[config.mk]
export PLATFORM = sky130hd
export DESIGN_NAME = dmem_port_arbiter
export DESIGN_NICKNAME = d
export VERILOG_FILES = /design/src/rtl/dmem_port_arbiter.sv
export SDC_FILE = /design/constraint.sdc
export NUM_CORES = 1
export LEC_CHECK = 0
export ABC_CLOCK_PERIOD_IN_PS = 4660
export CAP_MARGIN = 10
export CORE_AREA = 2 2 107 109
export CTS_CLUSTER_SIZE = 16
export DETAILED_ROUTE_END_ITERATION = 8
export DIE_AREA = 0 0 109 111
export MAX_ROUTING_LAYER = met4
export PLACE_DENSITY = 0.76
export SETUP_SLACK_MARGIN = 0.4
export SLEW_MARGIN = 40
export SYNTH_ARGS = -nofsm -noshare
export SYNTH_HDL_FRONTEND = slang
export SYNTH_SLANG_ARGS = --single-unit
[constraint.sdc]
create_clock -name clk_i -period 4.66 [get_ports clk_i]
set_clock_uncertainty 0.05 [all_clocks]
set_input_delay 0.466 -clock clk_i [delete_from_list [all_inputs] [get_ports clk_i]]
set_output_delay 0.466 -clock clk_i [all_outputs]
set_load 0.01 [all_outputs]
[src/rtl/dmem_port_arbiter.sv]
// dmem_port_arbiter: shares one single-port DMEM between the CPU (port 0) and a debug/loader port (port 1).
// Define ARB_ADDR_CHECK_EN to suppress and flag accesses outside the DMEM window (err_o); otherwise addresses wrap.
module dmem_port_arbiter #(
    parameter logic [31:0] BASE_ADDR = 32'h10010000,
    parameter int          AW        = 11,
    parameter int          MAX_WAIT  = 4
) (
    input  logic          clk_i,
    input  logic          rst_ni,
    input  logic          req0_i,
    input  logic          we0_i,
    input  logic [31:0]   addr0_i,
    input  logic [31:0]   wdata0_i,
    output logic          gnt0_o,
    output logic          rvalid0_o,
    output logic [31:0]   rdata0_o,
    input  logic          req1_i,
    input  logic          we1_i,
    input  logic [31:0]   addr1_i,
    input  logic [31:0]   wdata1_i,
    output logic          gnt1_o,
    output logic          rvalid1_o,
    output logic [31:0]   rdata1_o,
    output logic          err_o,
    output logic          dm_ena_o,
    output logic          dm_we_o,
    output logic [AW-1:0] dm_addr_o,
    output logic [31:0]   dm_wdata_o,
    input  logic [31:0]   dm_rdata_i
);
    typedef enum logic [1:0] {IDLE, RD0, RD1} state_e;
    state_e      state_q, state_d;
    logic [3:0]  wait_q, wait_d;
    logic [31:0] rdata0_q, rdata1_q;
    logic        err_q;
    logic        force1, gnt, we, in_range;
    logic [31:0] off;
    logic        unused_ok;
    always_comb begin
        force1    = req1_i && (wait_q == 4'(MAX_WAIT));
        // Grants are masked while in reset so nothing reaches DMEM on that edge.
        gnt0_o    = rst_ni && req0_i && !force1;
        gnt1_o    = rst_ni && req1_i && (!req0_i || force1);
        gnt       = gnt0_o || gnt1_o;
        we        = gnt1_o ? we1_i : we0_i;
        off       = (gnt1_o ? addr1_i : addr0_i) - BASE_ADDR;
`ifdef ARB_ADDR_CHECK_EN
        in_range  = off[31:AW+2] == '0;
        unused_ok = ^off[1:0];
`else
        in_range  = 1'b1;
        unused_ok = ^{off[31:AW+2], off[1:0]};
`endif
        dm_ena_o   = gnt && in_range;
        dm_we_o    = dm_ena_o && we;
        dm_addr_o  = gnt ? off[AW+1:2] : '0;
        dm_wdata_o = !gnt ? '0 : gnt1_o ? wdata1_i : wdata0_i;
        wait_d     = (!req1_i || gnt1_o) ? 4'd0 : force1 ? wait_q : wait_q + 4'd1;
        state_d    = (gnt && !we) ? (gnt1_o ? RD1 : RD0) : IDLE;
    end
    always_ff @(posedge clk_i or negedge rst_ni) begin
        if (!rst_ni) begin
            state_q  <= IDLE;
            wait_q   <= '0;
            rdata0_q <= '0;
            rdata1_q <= '0;
            err_q    <= 1'b0;
        end else begin
            state_q <= state_d;
            wait_q  <= wait_d;
            err_q   <= gnt && !in_range;
            if (gnt0_o && !we0_i) rdata0_q <= in_range ? dm_rdata_i : '0;
            if (gnt1_o && !we1_i) rdata1_q <= in_range ? dm_rdata_i : '0;
        end
    end
    assign rvalid0_o = state_q == RD0;
    assign rvalid1_o = state_q == RD1;
    assign rdata0_o  = rdata0_q;
    assign rdata1_o  = rdata1_q;
    assign err_o     = err_q;
endmodule

==> flow_metrics.tcl, run 1 <==
set metrics [dict create \
    core_area_mm2 0.0111 \
    ff_latch_area_mm2 0.00175 \
    fin_crit_sh_pct 80.1 \
    rsz0062_at_grt "false" \
    cts_buffers 9 \
    rr_endpoint "rdata0_o[15]" \
    drive_gt1_share_pct 18.9 \
    cp-start-kind "primary input" \
    tns_ns 0 \
    cts-htree-levels 3 \
    dr.pass1.iters 4 \
    synth_top_area_share_pct 54.0 \
    seqPwrFrac_pct 36.5 \
    seq_area_frac_synth_pct 54.0 \
    switching_share_pct 26.1 \
    grt_max_degree 77 \
    hold_path.class "primary input to asynchronous set/reset pin" \
    routed_wl_um 11500 \
    fillers 955 \
    post_drt_wl_per_cell_um 18.8 \
    ant_nets 0 \
    drcViolationCount 0 \
    synth_cells 228 \
    start_util_pct 29.3 \
    status "complete, no violations" \
    post-route-util_pct 54.8 \
    multi_input_area_mm2 0.00136 \
    cp.required_ns 4.14 \
    grt_pass1_wl_um 17000 \
    drt_iter0_markers 109 \
    max_freq_mhz 268 \
    synth_cell_types 28 \
    hold_viol 0 \
    nNetsFinal 634 \
    worstPathArrival_ns 3.22 \
    critPathMaxFanout 25 \
    timing.rr.start "wait_q[0]" \
    setup_violations 0 \
    viasPerCell 4.72 \
    synthTopCellsByCount "70 x dfrtp_1, 58 x mux2_2, 44 x a22o_1, 10 x buf_2, 7 x buf_6" \
    period_needed_ns 3.73 \
    yosysWarnings 0 \
    cellLeakagePower_uw 0.00246 \
    row_count 39 \
    floorplan.die_area_mm2 0.0121 \
    synth_enable_flop_cells 0 \
    irDropWorstVdd_v 0.000223 \
    relSlewSlack_pct 55.4 \
    clockBufferDepth 2 \
    num_io_pins 280 \
    area_delta_synth_final_pct 87.3 \
    ys_seq_elements 70 \
    portBuffers 236 \
    critical_path_class "primary input to primary output" \
    avgSynthCellArea_um2 14.2 \
    cts_root_buf "clkbuf_16" \
    stdcell_count 614 \
    dr_total_vias 2898 \
    yosysTopAreaCell "dfrtp_1" \
    max_cap_violations 0 \
    pwr-share-clk_pct 32.0 \
    synth.most_common_cell "dfrtp_1" \
    cts_tree "done" \
    postCtsSetupBuffers 0 \
    worstSkewPairLatency_ns 0.32 \
    cp-end-kind "primary output" \
    cts_resized 0 \
    holdWs_ns 0.221 \
    ys.flop_type "dfrtp_1" \
    syn_area_mm2 0.00324 \
    path_clk_slew_ns 0.06 \
    critPathLaunch "req1_i" \
    place_inst 596 \
    synth.area.top_cells "dfrtp_1 54%, mux2_2 20%, a22o_1 12%" \
    combPwrFrac_pct 31.5 \
    grt_pass1_vias 3140 \
    power.switching_uw 565 \
    maxSlewViolCount 0 \
    place_congestion 0.881 \
    grt_antenna_before_repair 0 \
    ff2ff_setup_slack_ns 2.34 \
    p_int_uw 1600 \
    crit_path_end "dm_wdata_o[29]" \
    holdBufCountCts 0 \
    async_flop_share_pct 100 \
    hpwl_um 9120 \
    grt_overflow_total 0 \
    track_usage_pct 19.1 \
    die_w_um 109 \
    tightest_slew_ns 0.668 \
    antenna_cells 0 \
    die_y_um 111 \
    power.density_mw_per_mm2 357 \
    worstRegToRegCells 7 \
    synth_nets 396 \
    cts_sinks 70 \
]
critical path, stage by stage:
cell	delay, ns
clkdlybuf4s50_1	0.76
nand2_1	0.24
a21oi_4	0.57
buf_4	0.37
a22o_1	0.21
clkdlybuf4s50_1	0.58
routing by layer:
metal / GRT usage (%) / vias to the layer above / routed length [um]
li1: - / 1339 / -
met5: - / - / 0
met3: 5.47 / 17 / 937
met2: 35.0 / 137 / 6300
met1: 19.5 / 1405 / 4100
met4: 5.04 / 0 / 208
power groups by stage:
stage,Clock [uW],Sequential (uW),Combinational (uW)
final,693,790,682
after global routing,747,807,723
after CTS,717,793,691
after detailed placement,0,803,688
after global placement,0,793,674
after floorplan,0,852,177
state kept, by name (all words and copies together), names as in the netlist:
name,count
rdata1_o,32
state_q,2
wait_q,4
rdata0_o,32
cell type report:
class / count / share of cell area [%]
tap: 143 / 2.95
multi-input combinational: 138 / 22.4
inverter: 2 / 0.124
timing repair buffer: 245 / 40.6
clock buffer: 10 / 3.94
sequential: 70 / 28.9
clock inverter: 6 / 1.13
how the worst min path moves through the flow:
stage,start,to,cells after the start
3_5_place_dp,rdata0_o[13],rdata0_o[13],1
5_1_grt,rst_ni,rdata1_o[0],2
4_1_cts,rst_ni,rdata0_o[2],2
3_3_place_gp,rdata1_o[7],rdata1_o[7],1
6_report,rst_ni,rdata1_o[0],2
2_1_floorplan,rst_ni,rdata0_o[0],0
through the flow:
step                      setup WS, ns  total power (uW)  cell area (um^2)
final                            0.929              2170              6070
after global routing             0.722              2280              6070
after CTS                        0.892              2200              6050
after detailed placement         0.892              1490              5740
after global placement           0.962              1470              5720
after floorplan                   2.48              1030              3240
kinds of logic (layout without fill, tap and decap cells):
kind of cell / after synthesis / count (layout) / synth area share (%)
flops: 70 / 70 / 54.0
mux: 65 / 65 / 22.5
compound gates: 53 / 53 / 14.8
buf+inv: 20 / 263 / 4.44
simple gates: 17 / 17 / 3.32
fa+ha+maj: 2 / 2 / 0.772
other cells: 1 / 1 / 0.116
cells in the final DEF, fill, tap and decap left out, types with 2 or more instances in the layout:
cell type and instances:
a211oi_4 2, a21oi_4 2, a22o_1 44, buf_12 2, buf_4 6, clkbuf_16 9
clkdlybuf4s50_1 235, clkinv_4 2, dfrtp_1 70, ha_1 2, inv_1 2, mux2_1 6
mux2_2 58, nand2_1 2, nand3_1 2, nand4b_1 2, nor2b_1 3, nor3_1 2
o21a_1 2
Power figures use the tool's default switching activity.
==> run 2: changes to the inputs <==
Settings changed: ABC_CLOCK_PERIOD_IN_PS 4660 to 3200, CORE_AREA 2 2 107 109 to unset, CORE_UTILIZATION set to 29, DIE_AREA 0 0 109 111 to unset, PLACE_DENSITY 0.76 to 0.78.
Clock period 4.66 ns to 3.2 ns, I/O delays scaled along.
==> flow_metrics.tcl, run 2 (same netlist as run 1, synthesis figures left out) <==
set metrics [dict create \
    status "complete, no violations" \
    maxSlewViolCount 0 \
    dr.pass1.iters 4 \
    start_util_pct 29.8 \
    cts_root_buf "clkbuf_8" \
    setup_violations 0 \
    tns_ns 0 \
    tightest_slew_ns 0.661 \
    grt_pass1_vias 3052 \
    critPathMaxFanout 16 \
    grt_overflow_total 0 \
    grt_antenna_before_repair 1 \
    die_y_um 108 \
    drcViolationCount 0 \
    grt_max_degree 77 \
    path_clk_slew_ns 0.08 \
    fin_crit_sh_pct 84.6 \
    power.total_uw 2890 \
    hold_viol 0 \
    worstSkewPairLatency_ns 0.34 \
    grt_pass1_wl_um 15700 \
    multi_input_area_mm2 0.00138 \
    area_delta_synth_final_pct 89.8 \
    fillers 937 \
    met1_length_um 3950 \
    power.density_mw_per_mm2 469 \
    clockBufferDepth 2 \
    viasPerCell 4.74 \
    cp-start-kind "register" \
    cts_buffers 9 \
    core_area_mm2 0.0109 \
    routed_wl_um 10800 \
    ff2ff_setup_slack_ns 1.07 \
    holdBufCountCts 0 \
    drive_gt1_share_pct 21.9 \
    drt_iter0_markers 124 \
    highest_layer "met4" \
    critical_path_class "register to primary output" \
    die_w_um 108 \
    max_freq_mhz 369 \
    ant_nets 0 \
    floorplan.die_area_mm2 0.0116 \
    cts_tree "done" \
    wl_met2_um 5790 \
    nNetsFinal 648 \
    post_drt_wl_per_cell_um 17.3 \
    worstPathArrival_ns 2.34 \
    num_io_pins 280 \
    cellLeakagePower_uw 0.00275 \
    relSlewSlack_pct 55.9 \
    place_congestion 0.720 \
    hpwl_um 7930 \
    row_count 38 \
    dr_total_vias 2970 \
    dr_wl_met3_um 884 \
    period_needed_ns 2.71 \
    cp.required_ns 2.83 \
    portBuffers 236 \
    irDropWorstVdd_v 0.000357 \
    hold_path.class "primary input to asynchronous set/reset pin" \
    track_usage_pct 18.4 \
    max_cap_violations 0 \
    final_common_cell "clkdlybuf4s50_1" \
    cts_sinks 70 \
    critPathLaunch "wait_q[0]" \
    cts-htree-levels 3 \
    timing.rr.start "wait_q[1]" \
    rsz0062_at_grt "true" \
    cp-end-kind "primary output" \
    final_cell_mix "208 x clkdlybuf4s50_1, 70 x dfrtp_1, 58 x mux2_2, 44 x a22o_1, 18 x buf_4" \
    ff_latch_area_mm2 0.00175 \
]
## run 2: path summary, 6_finish.rpt
path                                endpoint  depth (start not counted)
worst min-delay path            rdata0_o[13]                          2
worst min register to register  rdata0_o[26]                          1
max in group asynchronous          wait_q[1]                          2
worst max register to register  rdata0_o[20]                          7
min in group clk_i              rdata0_o[26]                          1
worst max-delay path            dm_addr_o[0]                          8
## run 2: critical path, cell delays in order (launching register included)
cell and delay (ns):
dfrtp_1 0.40, inv_2 0.09, ha_4 0.16, nand3b_4 0.14, a21oi_4 0.18, buf_4 0.17
buf_12 0.15, a22o_1 0.18, clkdlybuf4s50_1 0.54
## run 2: cell type report
type	instances	share of cell area (%)
antenna	1	0.0407
clock buffer	10	2.24
tap	140	2.85
sequential	70	28.5
inverter	2	0.122
timing repair buffer	259	42.7
multi-input combinational	138	22.5
clock inverter	6	1.10
## run 2: metal layers
layer	GRT usage, %	vias up
met4	5.87	0
li1	-	1360
met2	33.0	140
met5	-	-
met1	19.4	1454
met3	5.45	16
## run 2: per-stage QoR
stage / hold WS [ns] / setup WS (ns) / utilization, % / instances / instance area [um^2]
after floorplan: -0.0256 / 1.17 / - / 228 / 3240
after global placement: 0.420 / 0.407 / 52.7 / 594 / 5740
after detailed placement: 0.432 / 0.378 / 52.8 / 594 / 5740
after CTS: 0.109 / 0.370 / 55.7 / 622 / 6060
after global routing: 0.137 / 0.377 / 56.5 / 626 / 6150
final: 0.0834 / 0.492 / 56.5 / 626 / 6150
## run 2: repair_timing
item | in CTS | in global routing
resized for setup | 17 | 15
setup endpoints to repair | 45 | 30
pin swaps | 2 | 1
gates cloned | 1 | 1
setup buffers | 11 | 2
## run 2: where the power goes
part | internal, uW | switching (uW) | leakage, uW
clock network | 385 | 348 | 0.0000993
logic | 655 | 352 | 0.00181
registers | 1060 | 89.5 | 0.000844
total | 2100 | 789 | 0.00275
==> patch (config.mk and constraints of run 1) <==
Set the parameter `AW` to 12 (it was 11).
--- a/src/rtl/dmem_port_arbiter.sv
+++ b/src/rtl/dmem_port_arbiter.sv
@@ -2,7 +2,7 @@
 // Define ARB_ADDR_CHECK_EN to suppress and flag accesses outside the DMEM window (err_o); otherwise addresses wrap.
 module dmem_port_arbiter #(
     parameter logic [31:0] BASE_ADDR = 32'h10010000,
-    parameter int          AW        = 11,
+    parameter int          AW        = 12,
     parameter int          MAX_WAIT  = 4
 ) (
     input  logic          clk_i,
Interface: changed (resized dm_addr_o); port bits go from 280 to 281. No check against the original RTL was run, so the function may have changed too.
==> patch against run 1 <==
Synthesized area stayed put; synthesized cell count is 0.44% higher; routed wire length shrank 8.5%; sequential cell count unchanged; worst setup slack gained 0.30 ns; total power is 0.27% lower; die area is the same; design area up 0.45%; critical path type is now reg2out; largest cell class unchanged; highest routed layer unchanged.
==> patch: results (changes against run 1) <==
Cts bufs inserted -> 9 (unchanged)
Crit path max-delay family -> buffers and inverters
GPL Wtd Cong -> 0.766 (-13%)
Clk slew on worst S/H paths -> 0.06 ns (about the same)
Distinct cell type count after synthesis -> 30 (+7.1%)
Overall routed net length -> 10.6 mm (-8.5%)
Seq/Total Area, Yosys -> 0.540 (unchanged)
Relative slew slack -> 0.562 (+0.00731)
Primary FF master, synth -> dfrtp_1
Worst r2r path cells -> 7 (unchanged)
Layout cells sized above 1 -> 0.179 (-0.00963)
Critical Path Fanout Max -> 44 (+76%)
Hold WC Path Type -> in2async
Outcome -> completed
Pleak -> 2.47 nW (+0.37%)
R2R setup slack -> 2.10 ns (-0.24 ns)
Syn Nets -> 397 (+0.25%)
Post-CTS setup buffer count -> 0 (unchanged)
N_diodes -> 0 (unchanged)
Gr usage total -> 0.178 (-0.0130)
Synth warnings -> 0 (unchanged)
Max stage delay on crit path -> 0.56 ns (-0.20 ns)
Area contributors post-synth -> dfrtp_1 54%, mux2_2 19%, a22o_1 12%
Cts repair resizes -> 0 (unchanged)
VDD IR max -> 0.255 mV (+14%)
Initial antenna violation count -> 0 (unchanged)
R2r startpoint -> wait_q[0]
Number of global-route vias before repair -> 3190 (+1.6%)
Global-route wire length before repair -> 16.0 mm (-5.7%)
# port buffers -> 239 (+1.3%)
Fillers -> 963 (+0.84%)
Final #Nets -> 637 (+0.47%)
H-tree levels -> 3 (unchanged)
DPL Wire Length -> 8.35 mm (-8.5%)
1st-iter DRT viols -> 139 (+28%)
Critical R2R Capture -> rdata0_o[20]
Commonest cells in the netlist -> 70 x dfrtp_1, 56 x mux2_2, 45 x a22o_1
Max-slew violation count -> 0 (unchanged)
Asr flop ratio synth -> 1.00 (unchanged)
Via Count -> 2899 (+0.035%)
Root buf cell -> clkbuf_16
-- patch: area by class of cell --
class,instances,area (sq um),share of cell area
well taps,143,179,0.0293
clock buffers,10,239,0.0392
inverters,2,7.51,0.00123
multi-input cells,139,1370,0.224
repair buffers,247,2490,0.408
flip-flops and latches,70,1750,0.287
clock inverters,6,68.8,0.0113
-- patch: where the power goes --
| group | switching, mW | internal (mW) | total (mW) |
|---|---|---|---|
| sequential | 0.0635 | 0.728 | 0.791 |
| clock | 0.256 | 0.431 | 0.687 |
| combinational | 0.240 | 0.441 | 0.681 |
-- patch: kinds of logic (layout without fill, tap and decap cells) --
kind of cell / Yosys count / count (layout) / synth area share
mux: 65 / 65 / 0.225
flops: 70 / 70 / 0.540
other cells: 1 / 1 / 0.00116
compound gates: 54 / 54 / 0.149
simple gates: 17 / 17 / 0.0320
fa+ha+maj: 2 / 2 / 0.00772
buf+inv: 20 / 265 / 0.0440
-- patch: worst max-delay path by stage --
| stage | to | slack, ns | startpoint | cells after the start |
|---|---|---|---|---|
| after floorplan | dm_wdata_o[22] | 2.47 | wait_q[0] | 7 |
| after global placement | dm_wdata_o[2] | 1.28 | req1_i | 6 |
| after detailed placement | dm_wdata_o[2] | 1.24 | req1_i | 6 |
| after CTS | dm_wdata_o[2] | 1.23 | wait_q[0] | 7 |
| after global routing | dm_wdata_o[2] | 1.06 | req1_i | 6 |
| final | dm_wdata_o[2] | 1.23 | wait_q[0] | 7 |
-- patch: routing by layer --
metal  global-route usage  routed length [um]
met1                0.172                3660
met2                0.330                5720
met3               0.0588                1050
met4               0.0513                 136
met5                    -                   0
-- patch: stage by stage --
step	instances	hold WS (ns)	power, mW	setup WS [ns]	instance area (sq um)
after CTS	617	0.248	2.19	1.23	6100
final	617	0.207	2.16	1.23	6100
after global routing	617	0.255	2.27	1.06	6100
after global placement	598	0.418	1.47	1.28	5760
after detailed placement	601	0.426	1.49	1.24	5790
after floorplan	229	0.120	1.03	2.47	3240
